===== src/rtl/spi_slave_if.sv =====
// spi_slave_if -- SPI responder with oversampled SCK/SSEL/MOSI.
//
// Purpose:
//   Receives DATA_W-bit frames from an SPI master into a small RX FIFO and
//   returns the contents of a one-entry transmit holding register on MISO,
//   MSB first. All SPI inputs are resynchronised into clk_i.
//
// Ports:
//   clk_i, reset_n_i          system clock, asynchronous active-low reset
//   spi_ssel_i/sck_i/mosi_i   SPI bus inputs (asynchronous to clk_i)
//   spi_miso_o                SPI data out (0 while not selected)
//   tx_data_i/valid_i/ready_o transmit holding register (valid/ready)
//   rx_data_o/valid_o/ready_i RX FIFO head, first-word fall-through
//   busy_o                    synchronised SSEL active
//   rx_overflow_o             sticky: received word dropped, FIFO full
//   tx_underrun_o             sticky: frame load found holding register empty
//   frame_abort_o             sticky: SSEL released mid-frame
//   clear_i                   clears all sticky flags (set wins)
module spi_slave_if #(
  parameter int DATA_W   = 32,
  parameter int CPOL     = 0,
  parameter int CPHA     = 0,
  parameter int RX_DEPTH = 4
) (
  input  logic              clk_i,
  input  logic              reset_n_i,
  input  logic              spi_ssel_i,
  input  logic              spi_sck_i,
  input  logic              spi_mosi_i,
  output logic              spi_miso_o,
  input  logic [DATA_W-1:0] tx_data_i,
  input  logic              tx_valid_i,
  output logic              tx_ready_o,
  output logic [DATA_W-1:0] rx_data_o,
  output logic              rx_valid_o,
  input  logic              rx_ready_i,
  output logic              busy_o,
  output logic              rx_overflow_o,
  output logic              tx_underrun_o,
  output logic              frame_abort_o,
  input  logic              clear_i
);

  localparam int CNT_W  = $clog2(DATA_W + 1);
  localparam int PTR_W  = $clog2(RX_DEPTH);
  localparam int FCNT_W = $clog2(RX_DEPTH + 1);
  localparam logic [CNT_W-1:0]  LAST_BIT = CNT_W'(DATA_W - 1);
  localparam logic [FCNT_W-1:0] FULL_CNT = FCNT_W'(RX_DEPTH);
  localparam logic SCK_IDLE = (CPOL != 0);

  typedef enum logic {S_IDLE, S_ACTIVE} state_t;

  // Synchronisers: two flops per input, plus one history flop each on SCK
  // and SSEL for edge detection.
  logic sck_s1_q, sck_s2_q, sck_prev_q;
  logic ssel_s1_q, ssel_s2_q, ssel_prev_q;
  logic mosi_s1_q, mosi_s2_q;

  state_t state_q, state_d;
  logic [CNT_W-1:0]  bit_cnt_q, bit_cnt_d;
  logic [DATA_W-1:0] rx_shift_q, rx_shift_d;
  logic [DATA_W-1:0] tx_shift_q, tx_shift_d;
  logic [DATA_W-1:0] hold_data_q, hold_data_d;
  logic              hold_full_q, hold_full_d;
  logic [PTR_W-1:0]  wr_ptr_q, wr_ptr_d, rd_ptr_q, rd_ptr_d;
  logic [FCNT_W-1:0] fcnt_q, fcnt_d;
  logic              ovf_q, ovf_d, und_q, und_d, abort_q, abort_d;
  logic [DATA_W-1:0] rx_mem [RX_DEPTH];

  logic sck_rise, sck_fall, lead_edge, trail_edge, sample_edge, shift_edge;
  logic ssel_fall, ssel_rise;
  logic load, rx_push, abort_set, accept, pop, full, push_ok, ovf_set;

  always_ff @(posedge clk_i or negedge reset_n_i) begin
    if (!reset_n_i) begin
      sck_s1_q    <= SCK_IDLE;
      sck_s2_q    <= SCK_IDLE;
      sck_prev_q  <= SCK_IDLE;
      ssel_s1_q   <= 1'b1;
      ssel_s2_q   <= 1'b1;
      ssel_prev_q <= 1'b1;
      mosi_s1_q   <= 1'b0;
      mosi_s2_q   <= 1'b0;
      state_q     <= S_IDLE;
      bit_cnt_q   <= '0;
      rx_shift_q  <= '0;
      tx_shift_q  <= '0;
      hold_data_q <= '0;
      hold_full_q <= 1'b0;
      wr_ptr_q    <= '0;
      rd_ptr_q    <= '0;
      fcnt_q      <= '0;
      ovf_q       <= 1'b0;
      und_q       <= 1'b0;
      abort_q     <= 1'b0;
    end else begin
      sck_s1_q    <= spi_sck_i;
      sck_s2_q    <= sck_s1_q;
      sck_prev_q  <= sck_s2_q;
      ssel_s1_q   <= spi_ssel_i;
      ssel_s2_q   <= ssel_s1_q;
      ssel_prev_q <= ssel_s2_q;
      mosi_s1_q   <= spi_mosi_i;
      mosi_s2_q   <= mosi_s1_q;
      state_q     <= state_d;
      bit_cnt_q   <= bit_cnt_d;
      rx_shift_q  <= rx_shift_d;
      tx_shift_q  <= tx_shift_d;
      hold_data_q <= hold_data_d;
      hold_full_q <= hold_full_d;
      wr_ptr_q    <= wr_ptr_d;
      rd_ptr_q    <= rd_ptr_d;
      fcnt_q      <= fcnt_d;
      ovf_q       <= ovf_d;
      und_q       <= und_d;
      abort_q     <= abort_d;
    end
  end

  // FIFO storage carries no reset; the head is masked to 0 while empty.
  always_ff @(posedge clk_i) begin
    if (push_ok) rx_mem[wr_ptr_q] <= rx_shift_d;
  end

  assign sck_rise    = sck_s2_q & ~sck_prev_q;
  assign sck_fall    = ~sck_s2_q & sck_prev_q;
  assign lead_edge   = (CPOL == 0) ? sck_rise : sck_fall;
  assign trail_edge  = (CPOL == 0) ? sck_fall : sck_rise;
  assign sample_edge = (CPHA == 0) ? lead_edge : trail_edge;
  assign shift_edge  = (CPHA == 0) ? trail_edge : lead_edge;
  assign ssel_fall   = ~ssel_s2_q & ssel_prev_q;
  assign ssel_rise   = ssel_s2_q & ~ssel_prev_q;

  // Next-state logic.
  always_comb begin
    state_d = state_q;
    case (state_q)
      S_IDLE:   if (ssel_fall) state_d = S_ACTIVE;
      S_ACTIVE: if (ssel_rise) state_d = S_IDLE;
      default:  state_d = S_IDLE;
    endcase
  end

  // Datapath: shift registers, holding register, FIFO and flags.
  always_comb begin
    bit_cnt_d   = bit_cnt_q;
    rx_shift_d  = rx_shift_q;
    tx_shift_d  = tx_shift_q;
    load        = 1'b0;
    rx_push     = 1'b0;
    abort_set   = 1'b0;
    if (state_q == S_IDLE) begin
      if (ssel_fall) begin
        bit_cnt_d = '0;
        load      = 1'b1;
      end
    end else if (ssel_rise) begin
      bit_cnt_d = '0;
      abort_set = (bit_cnt_q != '0);
    end else if (sample_edge) begin
      rx_shift_d = {rx_shift_q[DATA_W-2:0], mosi_s2_q};
      if (bit_cnt_q == LAST_BIT) begin
        bit_cnt_d = '0;
        rx_push   = 1'b1;
        load      = 1'b1;   // reload for a back-to-back frame
      end else begin
        bit_cnt_d = bit_cnt_q + CNT_W'(1);
      end
    end else if (shift_edge && (bit_cnt_q != '0)) begin
      // No shift at bit 0 so the MSB stays on MISO for either CPHA.
      tx_shift_d = {tx_shift_q[DATA_W-2:0], 1'b0};
    end
    if (load) tx_shift_d = hold_full_q ? hold_data_q : '0;

    // Holding register: a load empties it; an accept (only possible when
    // already empty) refills it, so the load always sees the old content.
    accept      = tx_valid_i & ~hold_full_q;
    hold_full_d = hold_full_q & ~load;
    hold_data_d = hold_data_q;
    if (accept) begin
      hold_full_d = 1'b1;
      hold_data_d = tx_data_i;
    end

    // FIFO: a pop in the same cycle frees the slot for a push while full.
    pop      = rx_valid_o & rx_ready_i;
    full     = (fcnt_q == FULL_CNT);
    push_ok  = rx_push & (~full | pop);
    ovf_set  = rx_push & full & ~pop;
    wr_ptr_d = push_ok ? wr_ptr_q + PTR_W'(1) : wr_ptr_q;
    rd_ptr_d = pop ? rd_ptr_q + PTR_W'(1) : rd_ptr_q;
    fcnt_d   = fcnt_q + FCNT_W'(push_ok) - FCNT_W'(pop);

    ovf_d   = ovf_set | (ovf_q & ~clear_i);
    und_d   = (load & ~hold_full_q) | (und_q & ~clear_i);
    abort_d = abort_set | (abort_q & ~clear_i);
  end

  // Outputs.
  always_comb begin
    spi_miso_o    = (state_q == S_ACTIVE) & tx_shift_q[DATA_W-1];
    busy_o        = ~ssel_s2_q;
    tx_ready_o    = ~hold_full_q;
    rx_valid_o    = (fcnt_q != '0);
    rx_data_o     = rx_valid_o ? rx_mem[rd_ptr_q] : '0;
    rx_overflow_o = ovf_q;
    tx_underrun_o = und_q;
    frame_abort_o = abort_q;
  end

endmodule


===== config.mk =====
export PLATFORM = sky130hd
export DESIGN_NAME = spi_slave_if
export DESIGN_NICKNAME = d
export VERILOG_FILES = /design/src/rtl/spi_slave_if.sv
export SDC_FILE = /design/constraint.sdc
export NUM_CORES = 1
export LEC_CHECK = 0
export CORE_ASPECT_RATIO = 2
export CORE_UTILIZATION = 60
export CTS_CLUSTER_SIZE = 20
export DETAILED_ROUTE_END_ITERATION = 10
export PLACE_DENSITY_LB_ADDON = 0.1
export SLEW_MARGIN = 5
export SYNTH_ARGS = -nofsm -noshare
export SYNTH_HDL_FRONTEND = slang
export SYNTH_SLANG_ARGS = --single-unit

===== constraint.sdc =====
create_clock -name clk_i -period 4.1 [get_ports clk_i]
set_input_delay 0.82 -clock clk_i [delete_from_list [all_inputs] [get_ports clk_i]]
set_output_delay 0.82 -clock clk_i [all_outputs]
set_load 0.03 [all_outputs]

# Word-level counts from Yosys, hierarchy flattened
# Memory sizes are Yosys's and may differ from the RTL's.
# Index checks and enable logic that the tools add are counted.
[totals]
regBits = 122
latch_bits = 0
ramBits = 128
romBits = 0
input_bits = 40
output_inout_bits = 39
word_cells = 96
memories = 1
[mem_list]
columns = ["name", "words", "width", "read_ports", "rd_clocked_by_memory_dff", "write_ports", "line_no", "rtl"]
rows = [
  ["rx_mem", 4, 32, 1, 0, 1, "68", "logic [DATA_W-1:0] rx_mem [RX_DEPTH];"],
]
[op_classes]
add_sub_neg = 5
mul = 0
div = 0
n_lt_le_gt_ge = 0
n_eq_ne = 5
n_shift = 0
mux = 28
n_bitwise = 29
n_reduce_logical = 8
[op_table]
columns = ["cell", "count"]
rows = [
  ["$mux 32", 10],
  ["$mux 6", 5],
  ["$and 1x1->1", 15],
  ["$mux 1", 12],
  ["$not 1->1", 10],
  ["$add 6x1->6 const B", 1],
  ["$eq 6x5->1 const B", 1],
  ["$reduce_bool 2->1", 3],
  ["$reduce_bool 6->1", 1],
  ["$add 2x1->2 const B", 2],
  ["$ne 2x1->1 const B", 2],
  ["$or 1x1->1", 4],
  ["$reduce_and 4->1", 1],
  ["$add 3x1->3", 1],
  ["$eq 3x3->1 const B", 1],
  ["$ne 3x1->1 const B", 1],
  ["$reduce_bool 3->1", 1],
  ["$sub 3x1->3", 1],
  ["$pmux 1 s2", 1],
  ["$reduce_and 2->1", 1],
  ["$logic_and 1x1->1", 1],
]

# Longest topological paths before layout
[depth]
word_depth = 8
ltp_mapped = 13
ltp_nobuf = 12

# Worst setup path after synthesis
# No wires, ideal clock.
[synth_timing]
path_type = "input to register"
from = "input rx_ready_i"
to = "register fcnt_q[2]"
setup_ns = 0.123
arrival_time_ns = 2.728
required_time_ns = 3.977
setup_slack_ns = 1.250
cell_stages = 10
n_path_buf = 0
path_cell_list = "or4b_2 nor3b_4 inv_1 ha_1 inv_1 ha_1 inv_1 fa_1 xnor2_1 xnor2_1"
[synth_between]
elab_chain_len = 5
[synth_lines]
columns = ["item", "line_no", "rtl"]
rows = [
  ["start, declared", "36", "input logic rx_ready_i,"],
  ["$and 1x1->1 (*)", "186", "pop = rx_valid_o & rx_ready_i;"],
  ["$or 1x1->1", "188", "push_ok = rx_push & (~full | pop);"],
  ["$and 1x1->1", "188", ""],
  ["$add 3x1->3", "192", "fcnt_d = fcnt_q + FCNT_W'(push_ok) - FCNT_W'(pop);"],
  ["$sub 3x1->3 (*)", "192", ""],
  ["via fcnt_d[2]", "66", "logic [FCNT_W-1:0] fcnt_q, fcnt_d;"],
  ["end signal, assigned", "113", "fcnt_q <= fcnt_d;"],
  ["end, declared", "66", ""],
]
# The timed path passes the listed nets; every way through them passes the cells marked *.
# A chain may end at the register's enable or synchronous reset.

# Worst setup path after layout
[layout_timing]
from = "register rd_ptr_q[0]"
to = "output rx_data_o[23]"
[layout_between]
elab_chain_len = 2
[layout_lines]
columns = ["item", "line_no", "rtl"]
rows = [
  ["start, declared", "65", "logic [PTR_W-1:0] wr_ptr_q, wr_ptr_d, rd_ptr_q, rd_ptr_d;"],
  ["start signal, assigned", "112", "rd_ptr_q <= rd_ptr_d;"],
  ["$mem_v2 4x32", "--", ""],
  ["$mux 32", "205", "rx_data_o = rx_valid_o ? rx_mem[rd_ptr_q] : '0;"],
  ["end, declared", "34", "output logic [DATA_W-1:0] rx_data_o,"],
]
# No other way between the ends.

==> impl_results.html <==
<table>
<tr><th>Metric</th><th>Value</th></tr>
<tr><th colspan="2">Floorplanning</th></tr>
<tr><td>X dimension of the die</td><td>95.3 um</td></tr>
<tr><td>Ports placed on the boundary</td><td>79</td></tr>
<tr><td>Area enclosed by the die boundary</td><td>18000 sq um</td></tr>
<tr><td>Cell Rows</td><td>68</td></tr>
<tr><td>Initial standard-cell utilization of the core</td><td>60.8%</td></tr>
<tr><td>Die height</td><td>189 um</td></tr>
<tr><td>Area of the placeable core</td><td>17200 sq um</td></tr>
<tr><th colspan="2">STA</th></tr>
<tr><td># setup viols final</td><td>0</td></tr>
<tr><td>Worst-case hold slack</td><td>0.351 ns</td></tr>
<tr><td>Sum of negative setup slack</td><td>0 ns</td></tr>
<tr><td>Fin Clk Skew</td><td>0.0131 ns</td></tr>
<tr><td>Minimum period implied by the final worst setup slack</td><td>3.82 ns</td></tr>
<tr><td>Final-report max-slew violation count</td><td>0</td></tr>
<tr><td>Slew Limit Headroom</td><td>14.6%</td></tr>
<tr><td>Endpoints failing hold</td><td>0</td></tr>
<tr><td>RSZ-0062 raised after global routing</td><td>false</td></tr>
<tr><td>Worst-Margin Slew</td><td>1.28 ns</td></tr>
<tr><td>Maximum operating frequency</td><td>262 MHz</td></tr>
<tr><td>Tcrit/Tclk final</td><td>93.2%</td></tr>
<tr><th colspan="2">Synthesis</th></tr>
<tr><td>Count of unique library cells instantiated by Yosys</td><td>50</td></tr>
<tr><td>Top cell type by total area after synthesis</td><td>sky130_fd_sc_hd__edfxtp_1</td></tr>
<tr><td>Synthesized-area fraction occupied by and/or/nand/nor cells</td><td>10.0%</td></tr>
<tr><td>Mapped Cells</td><td>734</td></tr>
<tr><td>Post-synth top area share</td><td>36.8%</td></tr>
<tr><td>Mux contribution to synthesized area</td><td>14.0%</td></tr>
<tr><td>Avg Cell Area, Syn</td><td>14.2 sq um</td></tr>
<tr><td>Fraction of the mapped netlist area in compound gates</td><td>5.66%</td></tr>
<tr><td>Post-Synth XOR/XNOR Area</td><td>0.419%</td></tr>
<tr><td>Commonest register cell after synthesis</td><td>sky130_fd_sc_hd__edfxtp_1</td></tr>
<tr><td>Register bit count reported by yosys</td><td>250</td></tr>
<tr><td>Post-synth ARST share</td><td>48.8%</td></tr>
<tr><td>Netlist area before placement</td><td>10500 sq um</td></tr>
<tr><td>Post-synth EDFFs</td><td>128</td></tr>
<tr><td>Total nets after synthesis</td><td>783</td></tr>
<tr><td>Sequential cell area fraction in the yosys report</td><td>66.0%</td></tr>
<tr><td>Combinational family with the most area after synthesis</td><td>multiplexers</td></tr>
<tr><td>Synth top area cells</td><td>sky130_fd_sc_hd__edfxtp_1 37%, sky130_fd_sc_hd__dfrtp_1 28%, sky130_fd_sc_hd__mux2_2 6.9%</td></tr>
<tr><td>Yosys warns</td><td>0</td></tr>
<tr><td>Adder-Cell Fraction of Synth Area</td><td>1.24%</td></tr>
<tr><th colspan="2">Flow run</th></tr>
<tr><td>Reported max-cap violation count</td><td>0</td></tr>
<tr><th colspan="2">Clocking</th></tr>
<tr><td>Clock tree from TritonCTS</td><td>done</td></tr>
<tr><td>Cell chosen for the clock root</td><td>sky130_fd_sc_hd__clkbuf_16</td></tr>
<tr><td>Worst skew pair latency</td><td>0.50 ns</td></tr>
<tr><td>Number of buffers added to fix hold violations after cts</td><td>0</td></tr>
<tr><td>Maximum level of the CTS H-tree</td><td>1</td></tr>
<tr><td>TritonCTS buffer count</td><td>21</td></tr>
<tr><td>Resize count post-CTS</td><td>0</td></tr>
<tr><td>TritonCTS sink count</td><td>250</td></tr>
<tr><td>Largest buffer count on any clock path</td><td>3</td></tr>
<tr><td>Number of buffers inserted to repair setup after CTS</td><td>0</td></tr>
<tr><td>CTS clock-pin slew for the worst setup and hold paths</td><td>0.06 ns</td></tr>
<tr><th colspan="2">Pwr</th></tr>
<tr><td>Lkg Pwr</td><td>4.50 nW</td></tr>
<tr><td>Peak supply drop</td><td>462 uV</td></tr>
<tr><td>Areal power density over the cells</td><td>607 nW/um^2</td></tr>
<tr><th colspan="2">Route</th></tr>
<tr><td>Total number of vias</td><td>6079</td></tr>
<tr><td>First DRT Iteration DRCs</td><td>333</td></tr>
<tr><td>Post-Route WL</td><td>19400 um</td></tr>
<tr><td>DR DRC count</td><td>0</td></tr>
<tr><td>Wire per inst</td><td>19.0 um</td></tr>
<tr><td>Number of vias per cell</td><td>5.94</td></tr>
<tr><td>Routed Antenna Nets</td><td>0</td></tr>
<tr><td>Iteration count of the initial detailed-routing pass</td><td>5</td></tr>
<tr><th colspan="2">Cells and area</th></tr>
<tr><td>Number of filler cells placed in the layout</td><td>1229</td></tr>
<tr><td>Signed area change from the synthesized netlist to the final layout</td><td>15.6%</td></tr>
<tr><td># diodes</td><td>0</td></tr>
<tr><td>Share of cells above drive strength 1</td><td>19.4%</td></tr>
<tr><td>Net count reported at finish</td><td>847</td></tr>
<tr><th colspan="2">Status</th></tr>
<tr><td>Outcome</td><td>finished, final reports clean</td></tr>
<tr><th colspan="2">Global route</th></tr>
<tr><td>Overall track demand over capacity in global routing</td><td>22.9%</td></tr>
<tr><td>Sum of overflow across all layers after global routing</td><td>0</td></tr>
<tr><td>Initial antenna violation count</td><td>0</td></tr>
<tr><td>Number of global-route vias before repair</td><td>6419</td></tr>
<tr><td>First-pass GRT wire length</td><td>32100 um</td></tr>
<tr><td>Maximum number of pins on one net before global-route repair</td><td>69</td></tr>
<tr><th colspan="2">Min path</th></tr>
<tr><td>Hold Path Class</td><td>register to register</td></tr>
<tr><th colspan="2">Placement</th></tr>
<tr><td>Total half-perimeter wirelength after legalization and detailed placement</td><td>12200 um</td></tr>
<tr><td>Placer congestion estimate</td><td>0.811</td></tr>
<tr><td>Buffers added on ports</td><td>78</td></tr>
<tr><th colspan="2">Critical path</th></tr>
<tr><td>Kind of end point of the critical path</td><td>output pin</td></tr>
<tr><td>CP arrival</td><td>3.00 ns</td></tr>
<tr><td>Crit-path max FO</td><td>20</td></tr>
<tr><td>Required time of the worst setup path</td><td>3.28 ns</td></tr>
<tr><td>Critical path class</td><td>register to output pin</td></tr>
<tr><td>Nature of the critical path startpoint</td><td>register</td></tr>
</table>
## worst max-delay path, cell delays in order (launching register included)
cell	delay, ns
sky130_fd_sc_hd__dfrtp_2	0.79
sky130_fd_sc_hd__buf_4	0.36
sky130_fd_sc_hd__mux4_2	0.55
sky130_fd_sc_hd__and2_1	0.19
sky130_fd_sc_hd__clkdlybuf4s50_1	0.60
## synth_stat cells (2+ instances only)
cell type,number
sky130_fd_sc_hd__edfxtp_1,128
sky130_fd_sc_hd__dfrtp_1,119
sky130_fd_sc_hd__nand2_1,70
sky130_fd_sc_hd__mux2_2,64
sky130_fd_sc_hd__nor2_1,62
sky130_fd_sc_hd__and2_1,39
sky130_fd_sc_hd__clkbuf_1,37
sky130_fd_sc_hd__nand3_1,33
sky130_fd_sc_hd__a31oi_1,32
sky130_fd_sc_hd__mux4_2,32
sky130_fd_sc_hd__o211ai_1,31
sky130_fd_sc_hd__buf_2,14
sky130_fd_sc_hd__inv_1,14
sky130_fd_sc_hd__ha_1,8
sky130_fd_sc_hd__nand2b_1,4
sky130_fd_sc_hd__xnor2_1,4
sky130_fd_sc_hd__dfstp_2,3
sky130_fd_sc_hd__nor2b_1,3
sky130_fd_sc_hd__o2bb2ai_1,3
sky130_fd_sc_hd__o22ai_1,2
sky130_fd_sc_hd__o32ai_1,2
sky130_fd_sc_hd__or3_1,2
## path summary, 6_finish.rpt
check                                  end  cells after the start          from  slack (ns)
max reg2reg                      fcnt_q[2]                     12  bit_cnt_q[0]        1.04
max                          rx_data_o[23]                      4   rd_ptr_q[0]        0.28
min reg2reg                       sck_s2_q                      0      sck_s1_q        0.35
min in group asynchronous  hold_data_q[21]                      1     reset_n_i        0.37
max in group asynchronous        ssel_s2_q                      2     reset_n_i        2.85
min                               sck_s2_q                      0      sck_s1_q        0.35
## cell type report
type	instances	area, sq um	area share (%)
tap	210	263	2.17
multi-input combinational	418	3290	27.2
timing repair buffer	93	903	7.47
inverter	14	52.6	0.435
clock buffer	22	529	4.38
sequential	250	6900	57.1
clock inverter	16	146	1.21
## registers in the layout (all words and copies together) (netlist names), 2 cells and up
signal       count
rx_shift_q      32
fcnt_q           3
wr_ptr_q         2
bit_cnt_q        6
rd_ptr_q         2
rx_mem         128
hold_data_q     32
tx_shift_q      32
## metal layers
layer | wire length [um] | track usage [%] | vias to the layer above | part of all wire, %
met1 | 7450 | 28.0 | 3101 | 38
met4 | 293 | 5.65 | 0 | 1.5
met2 | 10900 | 42.2 | 149 | 56
li1 | - | - | 2807 | -
met3 | 726 | 2.58 | 22 | 3.7
met5 | 0 | 0 | - | 0
## placed cells by master (no fill, tap or decap), types with 2 or more instances in the layout
cell,synthesis,layout
sky130_fd_sc_hd__a31oi_1,32,32
sky130_fd_sc_hd__and2_1,39,39
sky130_fd_sc_hd__buf_4,0,15
sky130_fd_sc_hd__bufinv_16,0,2
sky130_fd_sc_hd__clkbuf_16,0,21
sky130_fd_sc_hd__clkdlybuf4s50_1,0,77
sky130_fd_sc_hd__clkinv_1,0,4
sky130_fd_sc_hd__clkinv_2,0,2
sky130_fd_sc_hd__clkinv_4,0,2
sky130_fd_sc_hd__clkinvlp_4,0,4
sky130_fd_sc_hd__dfrtp_1,119,118
sky130_fd_sc_hd__dfstp_2,3,3
sky130_fd_sc_hd__edfxtp_1,128,128
sky130_fd_sc_hd__ha_1,8,8
sky130_fd_sc_hd__inv_1,14,14
sky130_fd_sc_hd__mux2_2,64,64
sky130_fd_sc_hd__mux4_2,32,32
sky130_fd_sc_hd__nand2_1,70,70
sky130_fd_sc_hd__nand2b_1,4,4
sky130_fd_sc_hd__nand3_1,33,33
sky130_fd_sc_hd__nor2_1,62,62
sky130_fd_sc_hd__nor2b_1,3,2
sky130_fd_sc_hd__o211ai_1,31,31
sky130_fd_sc_hd__o22ai_1,2,2
sky130_fd_sc_hd__o2bb2ai_1,3,3
sky130_fd_sc_hd__o32ai_1,2,2
sky130_fd_sc_hd__or3_1,2,2
sky130_fd_sc_hd__xnor2_1,4,4
## metrics by stage
stage                     std cells  instance area (sq um)  power [mW]  setup slack, ns  util, %
after floorplan                 734                  10500        4.77             1.25        -
after global placement          985                  11400        5.37            0.781     66.4
after detailed placement        985                  11400        5.46            0.643     66.4
after CTS                      1023                  12100        7.42            0.215     70.3
after global routing           1023                  12100        7.71            0.134     70.3
final                          1023                  12100        7.33            0.280     70.3
## cells by family after synthesis
logic type	after synthesis
AOI/OAI and AO/OA	82
buffers and inverters	66
adders and majority gates	10
xor gates and xnor gates	5
muxes	98
and+or+nand+nor	223
DFF	250
## power by group
part           internal [mW]  switching, mW  leakage, nW  total, mW
combinational          0.971           1.08         1.50       2.05
sequential              3.05          0.277         2.68       3.33
clock                   1.08          0.880        0.316       1.96
No activity file was read; power rests on OpenSTA's default activity.
